`config.mk`:
```
export PLATFORM = sky130hd
export DESIGN_NAME = bp_predecode
export DESIGN_NICKNAME = d
export VERILOG_FILES = /design/src/rtl/bp_pkg.sv /design/src/rtl/bp_cf_decode.sv /design/src/rtl/bp_predecode.sv
export SDC_FILE = /design/constraint.sdc
export NUM_CORES = 1
export LEC_CHECK = 0
export CAP_MARGIN = 5
export CORE_ASPECT_RATIO = 0.8
export CORE_MARGIN = 10
export CORE_UTILIZATION = 50
export DETAILED_ROUTE_END_ITERATION = 7
export PLACE_DENSITY = 0.88
export SLEW_MARGIN = 30
export SYNTH_ARGS = -nofsm -noshare
export SYNTH_HDL_FRONTEND = slang
export SYNTH_SLANG_ARGS = --single-unit
```
`constraint.sdc`:
```
create_clock -name clk_i -period 7.15 [get_ports clk_i]
set_input_delay 1.43 -clock clk_i [delete_from_list [all_inputs] [get_ports clk_i]]
set_output_delay 1.43 -clock clk_i [all_outputs]
set_load 0.03 [all_outputs]
```
`src/rtl/bp_pkg.sv`:
```
// Shared types and helpers for the branch-prediction predecode slice.
package bp_pkg;

    typedef enum logic [2:0] {
        CF_NONE   = 3'd0,
        CF_BRANCH = 3'd1,
        CF_JAL    = 3'd2,
        CF_JALR   = 3'd3,
        CF_CALL   = 3'd4,
        CF_RET    = 3'd5,
        CF_CORET  = 3'd6
    } cf_type_e;

    localparam logic [6:0] OPC_JAL    = 7'b1101111;
    localparam logic [6:0] OPC_JALR   = 7'b1100111;
    localparam logic [6:0] OPC_BRANCH = 7'b1100011;

    // x1 (ra) and x5 (t0) are the architectural link registers
    function automatic logic is_link(input logic [4:0] reg_idx);
        return (reg_idx == 5'd1) || (reg_idx == 5'd5);
    endfunction

endpackage

```
`src/rtl/bp_cf_decode.sv`:
```
// Combinational control-flow classifier: type, sign-extended target offset, RVC flag.
// Compressed decoding is enabled with BP_PREDECODE_RVC_EN.
module bp_cf_decode
    import bp_pkg::*;
#(
    parameter int XLEN = 64,
    parameter int ILEN = 32
) (
    input  logic [ILEN-1:0] instr_i,
    output cf_type_e        cf_type_o,
    output logic [XLEN-1:0] imm_o,
    output logic            is_rvc_o,
    output logic            is_direct_o
);

    logic [20:0] j_imm_s;
    logic [12:0] b_imm_s;
    logic [4:0]  rd_s;
    logic [4:0]  rs1_s;

    assign j_imm_s = {instr_i[31], instr_i[19:12], instr_i[20], instr_i[30:21], 1'b0};
    assign b_imm_s = {instr_i[31], instr_i[7], instr_i[30:25], instr_i[11:8], 1'b0};
    assign rd_s    = instr_i[11:7];
    assign rs1_s   = instr_i[19:15];

`ifdef BP_PREDECODE_RVC_EN
    logic [11:0] cj_imm_s;
    logic [8:0]  cb_imm_s;
    logic [4:0]  c_rs1_s;
    logic [4:0]  c_rs2_s;

    assign cj_imm_s = {instr_i[12], instr_i[8], instr_i[10:9], instr_i[6], instr_i[7],
                       instr_i[2], instr_i[11], instr_i[5:3], 1'b0};
    assign cb_imm_s = {instr_i[12], instr_i[6:5], instr_i[2], instr_i[11:10], instr_i[4:3], 1'b0};
    assign c_rs1_s  = instr_i[11:7];
    assign c_rs2_s  = instr_i[6:2];
`endif

    // Classify the instruction and select the matching immediate
    always_comb begin
        cf_type_o   = CF_NONE;
        imm_o       = {XLEN{1'b0}};
        is_rvc_o    = 1'b0;
        is_direct_o = 1'b0;
        if (instr_i[1:0] == 2'b11) begin
            case (instr_i[6:0])
                OPC_JAL: begin
                    cf_type_o   = is_link(rd_s) ? CF_CALL : CF_JAL;
                    imm_o       = {{(XLEN-21){j_imm_s[20]}}, j_imm_s};
                    is_direct_o = 1'b1;
                end
                OPC_JALR: begin
                    if (is_link(rd_s) && !is_link(rs1_s)) begin
                        cf_type_o = CF_CALL;
                    end else if (!is_link(rd_s) && is_link(rs1_s)) begin
                        cf_type_o = CF_RET;
                    end else if (is_link(rd_s) && is_link(rs1_s)) begin
                        cf_type_o = (rd_s != rs1_s) ? CF_CORET : CF_CALL;
                    end else begin
                        cf_type_o = CF_JALR;
                    end
                end
                OPC_BRANCH: begin
                    cf_type_o = CF_BRANCH;
                    imm_o     = {{(XLEN-13){b_imm_s[12]}}, b_imm_s};
                end
                default: cf_type_o = CF_NONE;
            endcase
        end else begin
`ifdef BP_PREDECODE_RVC_EN
            is_rvc_o = 1'b1;
            case ({instr_i[15:13], instr_i[1:0]})
                5'b001_01: begin
                    // C.JAL only exists on RV32; on RV64 this slot is C.ADDIW
                    if (XLEN == 32) begin
                        cf_type_o   = CF_CALL;
                        imm_o       = {{(XLEN-12){cj_imm_s[11]}}, cj_imm_s};
                        is_direct_o = 1'b1;
                    end else begin
                        cf_type_o = CF_NONE;
                    end
                end
                5'b101_01: begin
                    cf_type_o   = CF_JAL;
                    imm_o       = {{(XLEN-12){cj_imm_s[11]}}, cj_imm_s};
                    is_direct_o = 1'b1;
                end
                5'b110_01, 5'b111_01: begin
                    cf_type_o = CF_BRANCH;
                    imm_o     = {{(XLEN-9){cb_imm_s[8]}}, cb_imm_s};
                end
                5'b100_10: begin
                    if ((c_rs1_s != 5'd0) && (c_rs2_s == 5'd0)) begin
                        if (!instr_i[12]) begin
                            cf_type_o = is_link(c_rs1_s) ? CF_RET : CF_JALR;
                        end else begin
                            cf_type_o = (c_rs1_s == 5'd5) ? CF_CORET : CF_CALL;
                        end
                    end else begin
                        cf_type_o = CF_NONE;
                    end
                end
                default: cf_type_o = CF_NONE;
            endcase
`else
            cf_type_o = CF_NONE;
`endif
        end
    end

endmodule

```
`src/rtl/bp_predecode.sv`:
```
// Fetch-side predecode: one-entry valid/ready register, RAS push/pop and next-PC prediction.
// Optional compressed-instruction support via BP_PREDECODE_RVC_EN.
module bp_predecode
    import bp_pkg::*;
#(
    parameter int XLEN = 64,
    parameter int ILEN = 32
) (
    input  logic            clk_i,
    input  logic            rst_i,
    input  logic            bp_flush_i,
    input  logic            in_vld_i,
    output logic            in_rdy_o,
    input  logic [XLEN-1:0] in_pc_i,
    input  logic [ILEN-1:0] in_instr_i,
    output logic            out_vld_o,
    input  logic            out_rdy_i,
    output logic [XLEN-1:0] out_pc_o,
    output logic [ILEN-1:0] out_instr_o,
    output logic [2:0]      out_cf_type_o,
    output logic            redirect_o,
    output logic [XLEN-1:0] pred_pc_o,
    input  logic            ras_data_vld_i,
    input  logic [XLEN-1:0] ras_data_i,
    output logic            ras_push_o,
    output logic            ras_pop_o,
    output logic [XLEN-1:0] ras_data_o
);

    cf_type_e        dec_type_s;
    logic [XLEN-1:0] dec_imm_s;
    logic            dec_rvc_s;
    logic            dec_direct_s;

    logic            vld_r;
    logic [XLEN-1:0] pc_r;
    logic [ILEN-1:0] instr_r;
    cf_type_e        type_r;
    logic [XLEN-1:0] imm_r;
    logic            rvc_r;
    logic            direct_r;

    logic            accept_s;
    logic            fire_s;
    logic [XLEN-1:0] seq_pc_s;
    logic [XLEN-1:0] tgt_pc_s;
    logic [XLEN-1:0] pred_s;
    logic            redir_s;

    bp_cf_decode #(.XLEN(XLEN), .ILEN(ILEN)) u_cf_decode (
        .instr_i     (in_instr_i),
        .cf_type_o   (dec_type_s),
        .imm_o       (dec_imm_s),
        .is_rvc_o    (dec_rvc_s),
        .is_direct_o (dec_direct_s)
    );

    assign in_rdy_o = ~vld_r | out_rdy_i;
    assign accept_s = in_vld_i & in_rdy_o & ~bp_flush_i;
    assign fire_s   = vld_r & out_rdy_i & ~bp_flush_i;

    // Pipeline register: flush beats accept, accept beats drain
    always_ff @(posedge clk_i or posedge rst_i) begin
        if (rst_i) begin
            vld_r    <= 1'b0;
            pc_r     <= {XLEN{1'b0}};
            instr_r  <= {ILEN{1'b0}};
            type_r   <= CF_NONE;
            imm_r    <= {XLEN{1'b0}};
            rvc_r    <= 1'b0;
            direct_r <= 1'b0;
        end else begin
            if (bp_flush_i) begin
                vld_r <= 1'b0;
            end else if (accept_s) begin
                vld_r <= 1'b1;
            end else if (fire_s) begin
                vld_r <= 1'b0;
            end else begin
                vld_r <= vld_r;
            end
            if (accept_s) begin
                pc_r     <= in_pc_i;
                instr_r  <= in_instr_i;
                type_r   <= dec_type_s;
                imm_r    <= dec_imm_s;
                rvc_r    <= dec_rvc_s;
                direct_r <= dec_direct_s;
            end else begin
                pc_r     <= pc_r;
                instr_r  <= instr_r;
                type_r   <= type_r;
                imm_r    <= imm_r;
                rvc_r    <= rvc_r;
                direct_r <= direct_r;
            end
        end
    end

    assign seq_pc_s = pc_r + (rvc_r ? XLEN'(3'd2) : XLEN'(3'd4));
    assign tgt_pc_s = pc_r + imm_r;

    // Next-PC prediction; backward branches are predicted taken
    always_comb begin
        pred_s  = seq_pc_s;
        redir_s = 1'b0;
        case (type_r)
            CF_JAL, CF_CALL: begin
                if (direct_r) begin
                    pred_s  = tgt_pc_s;
                    redir_s = 1'b1;
                end else begin
                    pred_s  = seq_pc_s;
                    redir_s = 1'b0;
                end
            end
            CF_BRANCH: begin
                if (imm_r[XLEN-1]) begin
                    pred_s  = tgt_pc_s;
                    redir_s = 1'b1;
                end else begin
                    pred_s  = seq_pc_s;
                    redir_s = 1'b0;
                end
            end
            CF_RET, CF_CORET: begin
                if (ras_data_vld_i) begin
                    pred_s  = ras_data_i;
                    redir_s = 1'b1;
                end else begin
                    pred_s  = seq_pc_s;
                    redir_s = 1'b0;
                end
            end
            default: begin
                pred_s  = seq_pc_s;
                redir_s = 1'b0;
            end
        endcase
    end

    assign out_vld_o     = vld_r;
    assign out_pc_o      = pc_r;
    assign out_instr_o   = instr_r;
    assign out_cf_type_o = type_r;
    assign pred_pc_o     = vld_r ? pred_s : {XLEN{1'b0}};
    assign redirect_o    = vld_r & redir_s;
    // Strobes are tied to the handshake so a stalled entry never re-pushes
    assign ras_push_o    = fire_s & ((type_r == CF_CALL) | (type_r == CF_CORET));
    assign ras_pop_o     = fire_s & ((type_r == CF_RET)  | (type_r == CF_CORET));
    assign ras_data_o    = vld_r ? seq_pc_s : {XLEN{1'b0}};

endmodule
```
==> flow_summary.toml, run 1 <==
[setup_path]
arrival_ns = 5.13
cp.required_ns = 5.72
r2r_start = "out_vld_o"
crit_path_end = "pred_pc_o[63]"
critPathMaxFanout = 27
r2r_slack_ns = 4.76
worst_setup_path_start_kind = "flip-flop"
r2r_end = "imm_r[5]"
endpoint_kind = "primary output"
startpoint = "imm_r[62]"
critical_path_class = "flip-flop to primary output"
reg2reg_depth = 7

[worst_hold_path]
hold_class = "flip-flop to flip-flop"

[clock_network]
cts_tree = "yes"
clk_pin_slew_ns = 0.06
hold_buffers = 0
htreeDepth = 4
clk_path_buf_depth = 2
cts_resized = 0
clock_latency_ns = 0.43
cts_setup_buffers = 0
cts_root_buf = "clkbuf_16"
cts_buffers = 17
numClockSinks = 121

[die]
die_area_mm2 = 0.0291
die_w_um = 188
core.rowCount = 49
start_util = 0.507
ioPinCount = 398
coreArea_mm2 = 0.0224
die_height_um = 155

[yosys]
synth_nets = 1823
yosys.area_share.simple = 0.303
synthFlopType = "dfrtp_1"
ys_seq_area_frac = 0.267
synth_seq_cells = 121
netlist-cell-type-count = 68
syn_area_mm2 = 0.0113
synthCells = 1593
synth_top_family_by_area = "simple AND/OR/NAND/NOR gates"
synth-edff-count = 0
synth_compound_area_frac = 0.222
synthMuxAreaShare = 0.00464
synthArstFlopShare = 1.00
synth-xor-area-share = 0.0903
syn_area_per_cell_um2 = 7.12
synth_fa_ha_area_frac = 0.0713
synth_warnings = 0

[drt]
drt-total-wl_mm = 50.3
topRoutingLayerUsed = "met5"
drc = 0
m1WireLength_mm = 19.9
routed_via_density = 6.09
dr_total_vias = 13700
route.met3.wl_mm = 6.17
wl_met2_mm = 22.6
detail_route.wl_per_cell_um = 22.3
final_antenna_net_count = 0
drtIter0Drc = 1526
first_pass_iters = 7

[global_routing]
grt_pass1_wl_mm = 76.9
grt_pass1_vias = 13100
grt_start_max_net_pins = 79
overflow = 0
grt_antenna_before_repair = 4
grt.total_usage = 0.327

[timing]
slew_violations = 0
period_share = 0.918
setup_tns_ns = 0
relSlewSlack = 0.333
rsz0062_at_grt = "no"
setup_viol = 0
hold_viol = 0
period_minus_slack_ns = 6.56
fmax_mhz = 152
finClkSkew_ns = 0.00796
tightestPinTransition_ns = 0.997

[status]
outcome = "finished, final reports clean"

[final_layout]
syn2layout_area_growth_pct = 42.1
final_net_count = 2160
layout_commonest_cell = "nand2_1"
drive_gt1_frac = 0.0360
layout_common_cells = "nand2_1, clkdlybuf4s50_1, nor2_1"

[placed_design]
gp_congestion = 0.975
io_buffers = 397
dp_hpwl_mm = 39.0

[flow_run]
maxCapViolCount = 0

[power]
power_mw = 3.06
total_leakage_power_nw = 7.03
power_density_mw_per_mm2 = 190
irDropWorstVdd_mv = 0.144
[logic make-up after synthesis]
logic type                 after synthesis
and+or+nand+nor                        778
buffers and inverters                  125
DFF                                    121
muxes                                    5
AOI/OAI and AO/OA                      384
adders and majority gates               64
xor gates and xnor gates               116
[stage by stage]
stage | instances | setup WS [ns] | hold slack (ns) | area [µm²] | utilization
6_report | 2252 | 0.585 | 0.474 | 16100 | 0.720
5_1_grt | 2251 | 0.395 | 0.496 | 16100 | 0.720
4_1_cts | 2249 | 0.658 | 0.478 | 16100 | 0.720
3_5_place_dp | 2217 | 1.15 | 0.462 | 15500 | 0.692
3_3_place_gp | 2217 | 1.04 | 0.457 | 15500 | 0.692
2_1_floorplan | 1593 | 1.55 | 0.454 | 11300 | -
[final cells by class]
type | instances | area [µm²]
clock buffer | 18 | 439
fill | 1835 | 6270
multi-input combinational | 1347 | 7870
antenna | 3 | 7.51
tap | 306 | 383
sequential | 121 | 3030
timing repair buffer | 411 | 4080
inverter | 32 | 125
clock inverter | 14 | 173
[power breakdown]
| part | leakage, nW | internal, mW | switching, mW |
|---|---|---|---|
| Sequential | 1.53 | 0.766 | 0.135 |
| Clock | 0.302 | 0.538 | 0.392 |
| Combinational | 5.19 | 0.499 | 0.734 |
[routing by layer]
layer	track usage	vias to the layer above
met4	0.118	2
met2	0.517	847
met1	0.407	6477
met5	0	-
li1	-	6286
met3	0.110	105
[sequential cells by signal (all words and copies together), names as in the netlist]
| name | count |
|---|---|
| direct_r | 1 |
| out_instr_o | 32 |
| out_pc_o | 64 |
| out_cf_type_o | 3 |
| imm_r | 20 |
| out_vld_o | 1 |
[worst max-delay path, cell delays in order, from the launching register on]
cell             delay [ns]
dfrtp_2                0.76
buf_4                  0.39
ha_1                   0.29
nand4_1                0.16
nor4_1                 0.50
nand2_1                0.14
nor3_1                 0.16
nor2_1                 0.11
and4_1                 0.25
or2_2                  0.34
o31ai_1                0.28
mux2_2                 0.37
a31oi_1                0.20
clkdlybuf4s50_1        0.73
[cell usage after synthesis, types with 8 or more instances]
| cell | count | share of area |
|---|---|---|
| a221oi_1 | 21 | 0.016 |
| a22oi_1 | 8 | 0.0053 |
| o21bai_1 | 13 | 0.0086 |
| a31oi_1 | 10 | 0.0055 |
| o22ai_1 | 10 | 0.0055 |
| and3_1 | 16 | 0.0088 |
| dfrtp_1 | 121 | 0.27 |
| xor2_1 | 41 | 0.032 |
| clkbuf_1 | 83 | 0.027 |
| inv_1 | 32 | 0.011 |
| o21a_1 | 8 | 0.0053 |
| o211ai_1 | 9 | 0.0060 |
| a21oi_1 | 110 | 0.049 |
| xnor2_1 | 74 | 0.057 |
| buf_1 | 8 | 0.0026 |
| nor2_1 | 164 | 0.054 |
| ha_1 | 63 | 0.070 |
| a21o_1 | 38 | 0.025 |
| o21ai_0 | 84 | 0.037 |
| nand3_1 | 38 | 0.017 |
| nor3_1 | 20 | 0.0088 |
| a222oi_1 | 29 | 0.026 |
| nand4_1 | 37 | 0.020 |
| and2_1 | 50 | 0.028 |
| nand2_1 | 404 | 0.13 |
[how the worst min path moves through the flow]
stage / startpoint / slack (ns) / endpoint / cells past startpoint
after detailed placement: out_instr_o[14] / 0.46 / out_instr_o[14] / 2
after CTS: out_instr_o[20] / 0.48 / out_instr_o[20] / 2
after floorplan: imm_r[10] / 0.45 / imm_r[10] / 2
final: out_instr_o[20] / 0.47 / out_instr_o[20] / 2
after global placement: out_instr_o[1] / 0.46 / out_instr_o[1] / 2
after global routing: out_instr_o[6] / 0.50 / out_instr_o[6] / 2
(Power assumes the default switching activity.)
==> inputs of run 2 (changes only) <==
--- a/config.mk
+++ b/config.mk
@@ -16,2 +16,3 @@
 export SYNTH_HDL_FRONTEND = slang
 export SYNTH_SLANG_ARGS = --single-unit
+export TNS_END_PERCENT = 5
==> constraint.sdc (replaced) <==
create_clock -name clk_i -period 7.15 [get_ports clk_i]
set_input_delay 1.43 -clock clk_i [delete_from_list [all_inputs] [get_ports clk_i]]
set_output_delay 1.43 -clock clk_i [all_outputs]
set_load 0.1 [all_outputs]
==> flow_summary.toml, run 2 (synthesis gave the netlist of run 1 again) <==
[setup_path]
endpoint_kind = "primary output"
arrival_ns = 4.69
startpoint = "out_pc_o[2]"
r2r_slack_ns = 3.71
cp.required_ns = 5.72
worst_setup_path_start_kind = "flip-flop"
critical_path_class = "flip-flop to primary output"
critPathMaxFanout = 9
crit_path_end = "ras_data_o[60]"
r2r_start = "out_vld_o"
r2r_end = "imm_r[62]"
reg2reg_depth = 8

[worst_hold_path]
min-delay-start = "out_instr_o[26]"
hold_class = "flip-flop to flip-flop"

[drt]
routed_via_density = 6.02
drtIter0Drc = 1504
dr_total_vias = 13500
drt-total-wl_mm = 49.6
final_antenna_net_count = 0
drc = 0
detail_route.wl_per_cell_um = 22.1
first_pass_iters = 6

[clock_network]
cts_resized = 0
cts_setup_buffers = 0
clock_latency_ns = 0.43
cts_tree = "yes"
hold_buffers = 0
cts_buffers = 17
clk_path_buf_depth = 2
clk_pin_slew_ns = 0.07
htreeDepth = 4
numClockSinks = 121
cts_root_buf = "clkbuf_16"

[final_layout]
seqCellArea_mm2 = 0.00303
syn2layout_area_growth_pct = 40.1
fillerInstances = 1850
fin_area_mm2 = 0.0159
largest_register_ffs = 64
drive_gt1_frac = 0.0747
final_net_count = 2159
layout_commonest_cell = "nand2_1"
layout_common_cells = "nand2_1, clkdlybuf4s50_1, nor2_1"
layout.cells.non_filler = 2249
multi_input_area_mm2 = 0.00786

[power]
power_density_mw_per_mm2 = 236
total_leakage_power_nw = 7.15
irDropWorstVdd_mv = 0.157

[die]
die_height_um = 155
die_w_um = 188
core.rowCount = 49
start_util = 0.507
ioPinCount = 398
die_area_mm2 = 0.0291
coreArea_mm2 = 0.0224

[timing]
period_share = 0.857
setup_tns_ns = 0
finClkSkew_ns = 0.0119
period_minus_slack_ns = 6.12
hold_viol = 0
rsz0062_at_grt = "no"
fmax_mhz = 163
setup_viol = 0
relSlewSlack = 0.301
tightestPinTransition_ns = 1.04
slew_violations = 0

[global_routing]
grt_pass1_wl_mm = 76.7
grt_pass1_vias = 13100
overflow = 0
met1_usage = 0.416
grt_antenna_before_repair = 2
use_met2 = 0.515
grt_util_met3 = 0.0980
grt_start_max_net_pins = 75
grt.total_usage = 0.326
busiest_layer = "met2"

[status]
outcome = "finished, final reports clean"

[placed_design]
io_buffers = 397
dp_hpwl_mm = 38.8
dpl_cell_area_mm2 = 0.0153
gp_congestion = 0.945
dp_cells = 2216

[flow_run]
maxCapViolCount = 0
run 2: cell types whose count changed in the layout (fill, tap and decap cells not counted), sizes merged:
cell           previous run  this run
buf                      14        89
bufinv                    2         1
clkbuf                   18        17
clkdlybuf4s50           397       321
clkinv                    4         3
clkinvlp                  0         1
diode                     3         1
inv                      40        42
run 2: layout make-up:
| class | instances | share of cell area |
|---|---|---|
| Clock buffer | 17 | 0.0268 |
| Tap cell | 306 | 0.0241 |
| Timing Repair Buffer | 410 | 0.244 |
| Multi-Input combinational cell | 1347 | 0.495 |
| Antenna cell | 1 | 0.000158 |
| Clock inverter | 15 | 0.0111 |
| Inverter | 32 | 0.00788 |
| Sequential cell | 121 | 0.191 |
run 2: how the worst min path moves through the flow:
stage                            endpoint  cells past startpoint
final                     out_instr_o[26]                      2
after global placement    out_instr_o[13]                      2
after CTS                 out_instr_o[26]                      2
after floorplan                 imm_r[10]                      2
after global routing       out_instr_o[6]                      2
after detailed placement  out_instr_o[26]                      2
run 2: stage by stage:
step	hold slack, ns	worst slack, ns	power (mW)	utilization
floorplan	0.454	0.124	2.28	-
global placement	0.457	1.59	2.82	0.684
detailed placement	0.463	1.47	2.83	0.682
CTS	0.479	1.05	3.75	0.709
global route	0.496	0.808	3.87	0.709
finish	0.474	1.03	3.75	0.709
run 2: power by group:
group / internal, mW / switching [mW]
registers: 0.765 / 0.134
logic: 0.484 / 1.45
clock network: 0.501 / 0.413
run 2: per-layer routing:
| layer | part of all wire | wire length, µm |
|---|---|---|
| met5 | 0.00022 | 11 |
| met1 | 0.41 | 20300 |
| met4 | 0.034 | 1700 |
| met2 | 0.45 | 22100 |
| met3 | 0.11 | 5470 |
run 2: critical path: stages, from the launching register on:
cell             delay (ns)
dfrtp_1                0.54
ha_1                   0.30
nand3_1                0.21
or4_1                  0.74
or4_4                  0.65
or2_4                  0.31
nor2_1                 0.14
xnor2_1                0.11
nor2_1                 0.11
clkdlybuf4s50_1        1.15
